===== src/rtl/mult_seq_ctrl.sv =====
// Iterative shift-add unsigned multiplier that stalls the execute stage until the product is ready.
// Optional build macro MULT_SEQ_EARLY_TERM_EN: a zero operand skips RUN and completes in one cycle.

module mult_seq_ctrl #(
  parameter int DATA_W = 32,
  parameter int CNT_W  = 6
) (
  input  logic              clk,
  input  logic              rst_n,
  input  logic              start,
  input  logic              abort,
  input  logic [DATA_W-1:0] srca,
  input  logic [DATA_W-1:0] srcb,
  output logic              stall,
  output logic              busy,
  output logic              done,
  output logic [DATA_W-1:0] product,
  output logic [DATA_W-1:0] product_hi,
  output logic [1:0]        dbg_state_o
);

  // Handshake: start is a level request; it is accepted on the IDLE cycle where
  // start=1 and abort=0, and done pulses for exactly one cycle when the product is valid.

  typedef enum logic [1:0] {
    S_IDLE = 2'd0,
    S_RUN  = 2'd1,
    S_DONE = 2'd2
  } state_t;

  localparam logic [CNT_W-1:0] LAST_STEP = CNT_W'(DATA_W - 1);

  state_t            state_q, state_d;
  logic [CNT_W-1:0]  cnt_q, cnt_d;
  logic [DATA_W-1:0] a_q, a_d;
  logic [DATA_W-1:0] hi_q, hi_d;
  logic [DATA_W-1:0] lo_q, lo_d;
  logic [DATA_W:0]   sum;
  logic              accept;
  logic              zero_op;

  assign accept = (state_q == S_IDLE) && start && !abort;

`ifdef MULT_SEQ_EARLY_TERM_EN
  assign zero_op = (srca == '0) || (srcb == '0);
`else
  assign zero_op = 1'b0;
`endif

  // Carry out of the add lands in sum[DATA_W] and is shifted into the hi MSB.
  assign sum = lo_q[0] ? ({1'b0, hi_q} + {1'b0, a_q}) : {1'b0, hi_q};

  always_ff @(posedge clk or negedge rst_n) begin
    if (!rst_n) begin
      state_q <= S_IDLE;
      cnt_q   <= '0;
      a_q     <= '0;
      hi_q    <= '0;
      lo_q    <= '0;
    end else begin
      state_q <= state_d;
      cnt_q   <= cnt_d;
      a_q     <= a_d;
      hi_q    <= hi_d;
      lo_q    <= lo_d;
    end
  end

  always_comb begin
    state_d = state_q;
    case (state_q)
      S_IDLE: begin
        if (accept) state_d = zero_op ? S_DONE : S_RUN;
      end
      S_RUN: begin
        if (abort)                   state_d = S_IDLE;
        else if (cnt_q == LAST_STEP) state_d = S_DONE;
      end
      S_DONE:  state_d = S_IDLE;
      default: state_d = S_IDLE;
    endcase
  end

  always_comb begin
    cnt_d = cnt_q;
    a_d   = a_q;
    hi_d  = hi_q;
    lo_d  = lo_q;
    if (accept) begin
      cnt_d = '0;
      a_d   = srca;
      hi_d  = '0;
      lo_d  = zero_op ? '0 : srcb;
    end else if ((state_q == S_RUN) && !abort) begin
      cnt_d = cnt_q + CNT_W'(1);
      hi_d  = sum[DATA_W:1];
      lo_d  = {sum[0], lo_q[DATA_W-1:1]};
    end
  end

  always_comb begin
    stall       = accept || (state_q == S_RUN);
    busy        = (state_q == S_RUN);
    done        = (state_q == S_DONE);
    product     = lo_q;
    product_hi  = hi_q;
    dbg_state_o = state_q;
  end

endmodule

===== config.mk =====
export PLATFORM = sky130hd
export DESIGN_NAME = mult_seq_ctrl
export DESIGN_NICKNAME = d
export VERILOG_FILES = /design/src/rtl/mult_seq_ctrl.sv
export SDC_FILE = /design/constraint.sdc
export NUM_CORES = 1
export LEC_CHECK = 0
export ABC_AREA = 1
export BUFFER_PORTS_ARGS = -buffer_cell sky130_fd_sc_hd__buf_2
export CAP_MARGIN = 30
export CORE_ASPECT_RATIO = 0.5
export CORE_MARGIN = 5
export CORE_UTILIZATION = 61
export DETAILED_ROUTE_END_ITERATION = 10
export GPL_TIMING_DRIVEN = 1
export PLACE_DENSITY = 0.87
export REMOVE_ABC_BUFFERS = 1
export SYNTH_ARGS = -nofsm -noshare
export SYNTH_HDL_FRONTEND = slang
export SYNTH_SLANG_ARGS = --single-unit

===== constraint.sdc =====
create_clock -name clk -period 3 [get_ports clk]
set_clock_uncertainty 0.15 [all_clocks]
set_input_delay 0.6 -clock clk [delete_from_list [all_inputs] [get_ports clk]]
set_output_delay 0.6 -clock clk [all_outputs]
set_load 0.005 [all_outputs]

# After elaboration in Yosys (flattened, before gate mapping)
# Cells that the tools add are included.
# op_classes
addsub	2
eq_ne	5
n_mux	11
reduce_logical	8
# op_table
op	n
$mux 32	4
$add 32x32->33	1
$mux 33	1
$mux 6	2
$add 6x1->6 const B	1
$eq 6x5->1 const B	1
$mux 2	3
$pmux 2 s2	1
$logic_and 1x1->1	3
$ne 3x2->1 const B	1
$eq 2x1->1 const B	1
$eq 2x2->1 const B	1
$logic_not 2->1	1
$ne 2x2->1 const B	1
$reduce_and 2->1	1
$reduce_bool 2->1	1
$logic_not 1->1	1
$logic_or 1x1->1	1
# totals
reg_bits	104
input_bits	68
output_inout_bits	69
wordCells	31

# Logic depth before layout (Yosys ltp)
# Gate-level depths: netlist (run 1).
# depth
depth_word	5
ltp_mapped	13
ltp_nobuf	13

# Worst setup path before layout (run 1)
# No wires, ideal clock.
# synth_path
path_kind	reg-to-reg
startpoint	reg hi_q[0], in the netlist product_hi[0]
endpoint	reg hi_q[15], in the netlist product_hi[15]
setup_time_ns	0.125
arrival_ns	1.800
setup_slack_ns	0.925
path_stages_with_launch	13
period_less_slack_ns	2.075
path_cell_list	dfrtp_1 -> ha_1 -> fa_1 -> nand3_1 -> nand3_1 -> nand2_1 -> nand2_1 -> nand2_1 -> nand2_1 -> nand2_1 -> nand2_1 -> o21ai_0 -> o21ai_1
# synth_between
elab_chain_len	4
# synth_lines
item	line_no	source
start, declared	36	logic [DATA_W-1:0] hi_q, hi_d;
start signal, assigned	64	hi_q <= hi_d;
$add 32x32->33	51	assign sum = lo_q[0] ? ({1'b0, hi_q} + {1'b0, a_q}) : {1'b0, hi_q};
$mux 33	51	
$mux 32	94	end else if ((state_q == S_RUN) && !abort) begin
$mux 32	89	if (accept) begin
# No other way between the ends. The select of a mux whose other input is x is not followed.
# A chain may end at the register's enable or synchronous reset.

# Worst setup path in the final report (run 1)
# Ends and elaborated chain as after synthesis.

==> impl_results.md, run 1 <==
* Outcome: finished, final reports clean
* Comb power frac at 0.450
* Rows at 27
* CP Max Fanout at 4
* Kind of critical path: flip-flop to flip-flop
* Maximum clock insertion buffer count at 2
* Fin crit share at 0.783
* Warnings from Yosys at 0
* Least-Margin Pin Slew at approximately 870 ps
* Ratio of cells with drive above 1 in the final layout at 0.157
* Clk slew on worst S/H paths at around 80 ps
* Minimum hold slack at ~200 ps
* Yosys top cell by area: dfrtp_1
* Req. time, crit path at 3070 ps
* Fin. max-slew vios at 0
* First-pass GRT wire length at about 33000 µm
* Initial core utilization at 0.628
* # port buffers at about 140
* FF-to-FF Start: product_hi[0]
* Type of the tightest min-delay check: primary input to asynchronous set/reset pin
* Final HPWL DP at 14600 µm
* Number of synthesized flops with an enable pin at 0
* Reg2reg end: product_hi[15]
* Clock share of power at 0.199
* Io pins at 137
* Area after DPL at 7750 µm²
* Sw Pwr at between 2 and 3 mW
* Total GRT Usage at 0.289
* DRT Pass-1 Iters at 5
* GP Congestion at between 1 and 1.5
* Cells after Synth at 1059
* CTS H-Tree Depth at 3
* Antenna violations before repair at 0
* CTS tree: built
* WL final at slightly below 20000 µm
* Unique masters post-synth at 39
* Max_slew headroom at 0.420
* DIE HEIGHT at approximately 85 µm
* Final hold vios at 0
* Critical path data arrival time at 2420 ps
* Worst vdd ir at 0.360 mV
* Sw frac at 0.436
* Avg Inst Size Synth at approximately 6.6 µm²
* Top cells by area, synth: dfrtp_1 37%, nand2_1 25%, inv_1 8.1%
* TritonCTS sink count at approximately 100
* Sequential Power Share at 0.351
* Die width at around 160 µm
* Peak Freq at roughly 0.43 GHz
* Root buffer cell: clkbuf_16
* Final min period at 2350 ps
* # setup viols final at 0
* Routed Antenna Nets at 0
* #FFs+latches synth at 104
* Placeable Area at ~11000 µm²
* Vias in the first global route at roughly 6600
* R2r worst-path depth at 12
* Die ar. at ~14000 µm²
* Lkg Pwr at ~5 nW
* Async SR Flop Fraction at 1.00
* Per-cell routed wire length at 14.5 µm
* Worst setup EP type: flip-flop
* Nets at approximately 1300
* Drt via density at approximately 5.2
* Internal power at roughly 3.3 mW
* Post-CTS Resized at 0
* Worst R2R Setup Slack at approximately 650 ps
* Initial drt markers at around 530
* RSZ-0062 raised after global routing: false
* Setup Buffers After CTS at 0
* Area of the mapped netlist at 6940 µm²
* Worst skew pair latency at between 300 and 400 ps
* Ys flop type: dfrtp_1
* Post-layout util at 0.728
* Share of the synthesized area in the top cell type at 0.375
* Power Density at approximately 730 nW/µm²
* Sequential fraction of the synthesis area at 0.375
* Largest net degree at the start of global routing at between 60 and 70
* Grt total ovfl at 0
* TNS Setup at 0 ps
* Post-CTS Hold Buffers at 0
* Max Cap Viol at 0
* Cts bufs inserted at 9
* Ant diodes at 0
* Final instance area at slightly above 8000 µm²
* Routed vias at roughly 7000
* Startpoint types: flip-flop
* Residual DRC count at 0
* Syn-to-layout area delta at 15.8%
[Yosys cell counts (2+ instances only)]
library cell / instances
nand2_1: 462
inv_1: 149
dfrtp_1: 104
nand3_1: 72
nor2_1: 71
a21oi_1: 37
ha_1: 33
o21ai_0: 27
xor2_1: 14
buf_2: 12
o21ai_1: 12
clkbuf_1: 11
buf_4: 6
nor2_2: 6
inv_2: 5
nand2_2: 5
nor3_1: 5
nand3_2: 4
and2_1: 2
nand3b_1: 2
o22ai_1: 2
[cell usage in the layout (no fill, tap or decap), drive strengths merged, types with 2 or more instances in the layout]
cell type and n:
nand4 2, inv 157, buf 147, nor3 6, nor2 78, nand3 76, nand2 468, xor2 14
dfrtp 104, clkinv 4, and2 2, o22ai 2, nand3b 2, o21ai 39, a21oi 38, clkbuf 10
ha 33
[final cells by class]
class,instances,area (µm²)
clock buffers,10,229
well taps,145,181
fillers,948,3010
clock inverters,6,62.6
multi-input cells,770,3600
flip-flops and latches,104,2600
inverters,155,582
repair buffers,147,778
[stage by stage]
stage,total power [mW],instances,setup slack [ps]
final,5.89,1337,650
after global routing,6.38,1337,453
after CTS,5.88,1337,671
after detailed placement,4.69,1321,677
after global placement,4.62,1321,742
after floorplan,3.76,1029,-710
[sequential cells by signal, indices dropped and copies added (netlist names)]
signal	flops
a_q	32
product_hi	32
product	32
dbg_state_o	2
cnt_q	6
[power groups by stage]
stage,sequential [mW],combinational [mW],clock (mW)
final,2.07,2.65,1.17
after global routing,2.12,3.00,1.25
after CTS,2.06,2.63,1.19
after detailed placement,2.08,2.61,0
after global placement,2.07,2.55,0
after floorplan,2.07,1.70,0
[critical path, cell delays in order (launching register included)]
cell and delay, ps:
dfrtp_1 410, ha_1 260, fa_1 470, nand3_1 120
nand3_1 130, nand2_1 90, nand2_1 120, nand2_1 80
nand2_1 70, nand2_1 60, nand2_1 40, o21ai_0 160
o21ai_1 80
[layer usage]
metal | global-route usage | vias to the layer above | wire, µm
li1 | - | 3490 | -
met1 | 0.430 | 3194 | 9450
met2 | 0.442 | 288 | 7980
met3 | 0.0631 | 23 | 1720
met4 | 0.0495 | 0 | 190
met5 | 0 | - | 0
[cells by family (layout without fill, tap and decap cells)]
group / after synthesis / count (layout) / share of synthesized area
and+or+nand+nor: 635 / 635 / 0.372
DFF: 104 / 104 / 0.375
AOI/OAI and AO/OA: 86 / 86 / 0.0656
buffers and inverters: 185 / 318 / 0.107
xor gates and xnor gates: 15 / 15 / 0.0189
adders and majority gates: 34 / 34 / 0.0624
[worst max path at each step]
stage             startpoint        endpoint  slack [ps]  cells after the start
2_1_floorplan          abort      product[0]        -710                      6
3_3_place_gp   product_hi[0]  product_hi[27]         740                     12
3_5_place_dp   product_hi[0]  product_hi[27]         680                     12
4_1_cts        product_hi[0]  product_hi[15]         670                     12
5_1_grt        product_hi[0]  product_hi[15]         450                     12
6_report       product_hi[0]  product_hi[15]         650                     12
No activity file was read; power rests on OpenSTA's default activity.
==> run 2: changes to the inputs <==
--- a/config.mk
+++ b/config.mk
@@ -10,10 +10,10 @@
 export CAP_MARGIN = 30
 export CORE_ASPECT_RATIO = 0.5
 export CORE_MARGIN = 5
-export CORE_UTILIZATION = 61
+export CORE_UTILIZATION = 56
 export DETAILED_ROUTE_END_ITERATION = 10
 export GPL_TIMING_DRIVEN = 1
-export PLACE_DENSITY = 0.87
+export PLACE_DENSITY = 0.81
 export REMOVE_ABC_BUFFERS = 1
 export SYNTH_ARGS = -nofsm -noshare
 export SYNTH_HDL_FRONTEND = slang
==> constraint.sdc (replaced) <==
create_clock -name clk -period 2.44 [get_ports clk]
set_clock_uncertainty 0.15 [all_clocks]
set_input_delay 0.488 -clock clk [delete_from_list [all_inputs] [get_ports clk]]
set_output_delay 0.488 -clock clk [all_outputs]
set_load 0.005 [all_outputs]
==> impl_results.md, run 2 (synthesis gave the netlist of run 1 again) <==
* Outcome: finished, final reports clean
* Crit. Startpoint: product_hi[0]
* Kind of critical path: flip-flop to flip-flop
* CTS H-Tree Depth at 3 (unchanged)
* Most frequent cells in the layout: 461 x nand2_1, 149 x inv_1, 135 x buf_2, 104 x dfrtp_1
* Per-cell routed wire length at 14.6 µm (+0.82%)
* # setup viols final at 0 (unchanged)
* CTS tree: built
* Final min period at 2250 ps (-94.8 ps)
* Root buffer cell: clkbuf_16
* DIE HEIGHT at 88.7 µm (+3.9%)
* Clk slew on worst S/H paths at 80 ps (about the same)
* Crit-path most repeated cell: nand2_1
* Setup Buffers After CTS at 0 (unchanged)
* Fillers at 1091 (+15%)
* FF-to-FF Start: product_hi[0]
* Initial core utilization at 0.579 (-0.0490)
* GP Congestion at 0.997 (-1.6%)
* Cts bufs inserted at 9 (unchanged)
* CP peak stage delay at 430 ps (-40 ps)
* WL final at 19900 µm (+2.7%)
* Ant diodes at 0 (unchanged)
* Die width at 167 µm (+4.1%)
* Fin. max-slew vios at 0 (unchanged)
* Worst setup EP type: flip-flop
* Vias in the first global route at 6570 (-0.90%)
* Final HPWL DP at 15200 µm (+4.0%)
* Initial drt markers at 648 (+22%)
* Startpoint types: flip-flop
* DRT Pass-1 Iters at 5 (unchanged)
* Minimum hold slack at 170 ps (-30.1 ps)
* Residual DRC count at 0 (unchanged)
* CP top delay family: simple AND/OR/NAND/NOR gates
* Largest net degree at the start of global routing at 43 (-36%)
* Max Cap Viol at 0 (unchanged)
* Syn-to-layout area delta at 17.0%
* Crit path cell chain: ha_1 -> fa_1 -> nand3_1 -> nand3_1 -> nand2_1 -> nand2_1 -> nand2_1 -> nand2_1 -> nand2_1 -> nand2_1 -> o21ai_0 -> o21ai_1
* Routed Antenna Nets at 0 (unchanged)
* Die ar. at 14900 µm² (+8.1%)
* Worst vdd ir at 0.432 mV (+20%)
* Worst setup margin at 185 ps (-465 ps)
* Total GRT Usage at 0.274 (-0.0152)
* RSZ-0062 raised after global routing: true
* Nets at 1294 (+0.39%)
* TNS Setup at 0 ps (unchanged)
* Ratio of cells with drive above 1 in the final layout at 0.162 (+0.00519)
* Routed vias at 6931 (-0.91%)
* Rows at 28 (+3.7%)
* Post-layout util at 0.678 (-0.0498)
* Slowest stage cell on the critical path: fa_1
* Grt total ovfl at 0 (unchanged)
* Final hold vios at 0 (unchanged)
* Commonest non-fill, non-tap cell in the layout: nand2_1
* Lkg Pwr at 4.89 nW (+0.64%)
* Drt via density at 5.09 (-2.7%)
* Maximum clock insertion buffer count at 2 (unchanged)
* Hold Path Origin: srca[24]
* Antenna violations before repair at 0 (unchanged)
* Dpl ws at 192 ps (-484 ps)
* Max_slew headroom at 0.679 (+0.259)
* CP Max Fanout at 3 (-1)
* Peak Freq at 0.444 GHz (+4.2%)
* Worst skew pair latency at 350 ps (about the same)
* Io pins at 137 (unchanged)
* Type of the tightest min-delay check: primary input to flip-flop
* First-pass GRT wire length at 32700 µm (+0.61%)
* Placeable Area at 12000 µm² (+8.5%)
* Critical path data arrival time at 2340 ps (-80 ps)
* Req. time, crit path at 2520 ps (-550 ps)
* # port buffers at 136 (unchanged)
* Least-Margin Pin Slew at 482 ps (-388 ps)
* TritonCTS sink count at 104 (unchanged)
* Power Density at 905 nW/µm² (+23%)
* Buffers & Inverters on Critical Path at 0 (unchanged)
* Fin crit share at 0.924 (+0.141)
-- run 2: final cells by class --
class / count / area (µm²) / area share
inverters: 155 / 582 / 0.0716
flip-flops and latches: 104 / 2600 / 0.320
well taps: 165 / 206 / 0.0254
clock inverters: 7 / 70.1 / 0.00862
clock buffers: 9 / 225 / 0.0277
repair buffers: 152 / 818 / 0.101
multi-input cells: 770 / 3620 / 0.446
-- run 2: path summary, 6_finish.rpt --
check | cells past startpoint | slack (ps) | to
min in group asynchronous | 2 | 490 | product[24]
min | 3 | 170 | a_q[24]
max reg2reg | 12 | 190 | product_hi[15]
min reg2reg | 2 | 340 | a_q[2]
max | 12 | 190 | product_hi[15]
max in group asynchronous | 3 | 890 | a_q[15]
-- run 2: where the power goes --
part / switching [mW] / internal, mW
sequential: 0.414 / 2.15
combinational: 2.07 / 1.23
clock: 0.757 / 0.728
-- run 2: repair_timing --
action / 4_1_cts / 5_1_grt
endpoints found under the setup margin: 0 / 2
hold buffers: 1 / 0
resized for setup: 0 / 3
endpoints found under the hold margin: 35 / 0
-- run 2: metrics by stage --
stage / power, mW / instances / cell area (µm²)
after detailed placement: 5.82 / 1345 / 7800
after global placement: 5.74 / 1345 / 7800
after floorplan: 4.63 / 1029 / 6780
after CTS: 7.32 / 1362 / 8110
final: 7.35 / 1362 / 8120
after global routing: 7.93 / 1362 / 8120
-- run 2: worst register-to-register path: cells and delay by family (launching register included) --
family          cells  cell delay [ps]
compound gates      2              220
simple gates        8              700
flops               1              400
fa+ha+maj           2              670
-- run 2: per-layer routing --
layer	vias up	part of all wire	GRT usage
met5	-	0	0
met4	0	0.0064	0.0412
met3	11	0.089	0.0567
met2	245	0.40	0.406
met1	3172	0.50	0.423
li1	3503	-	-
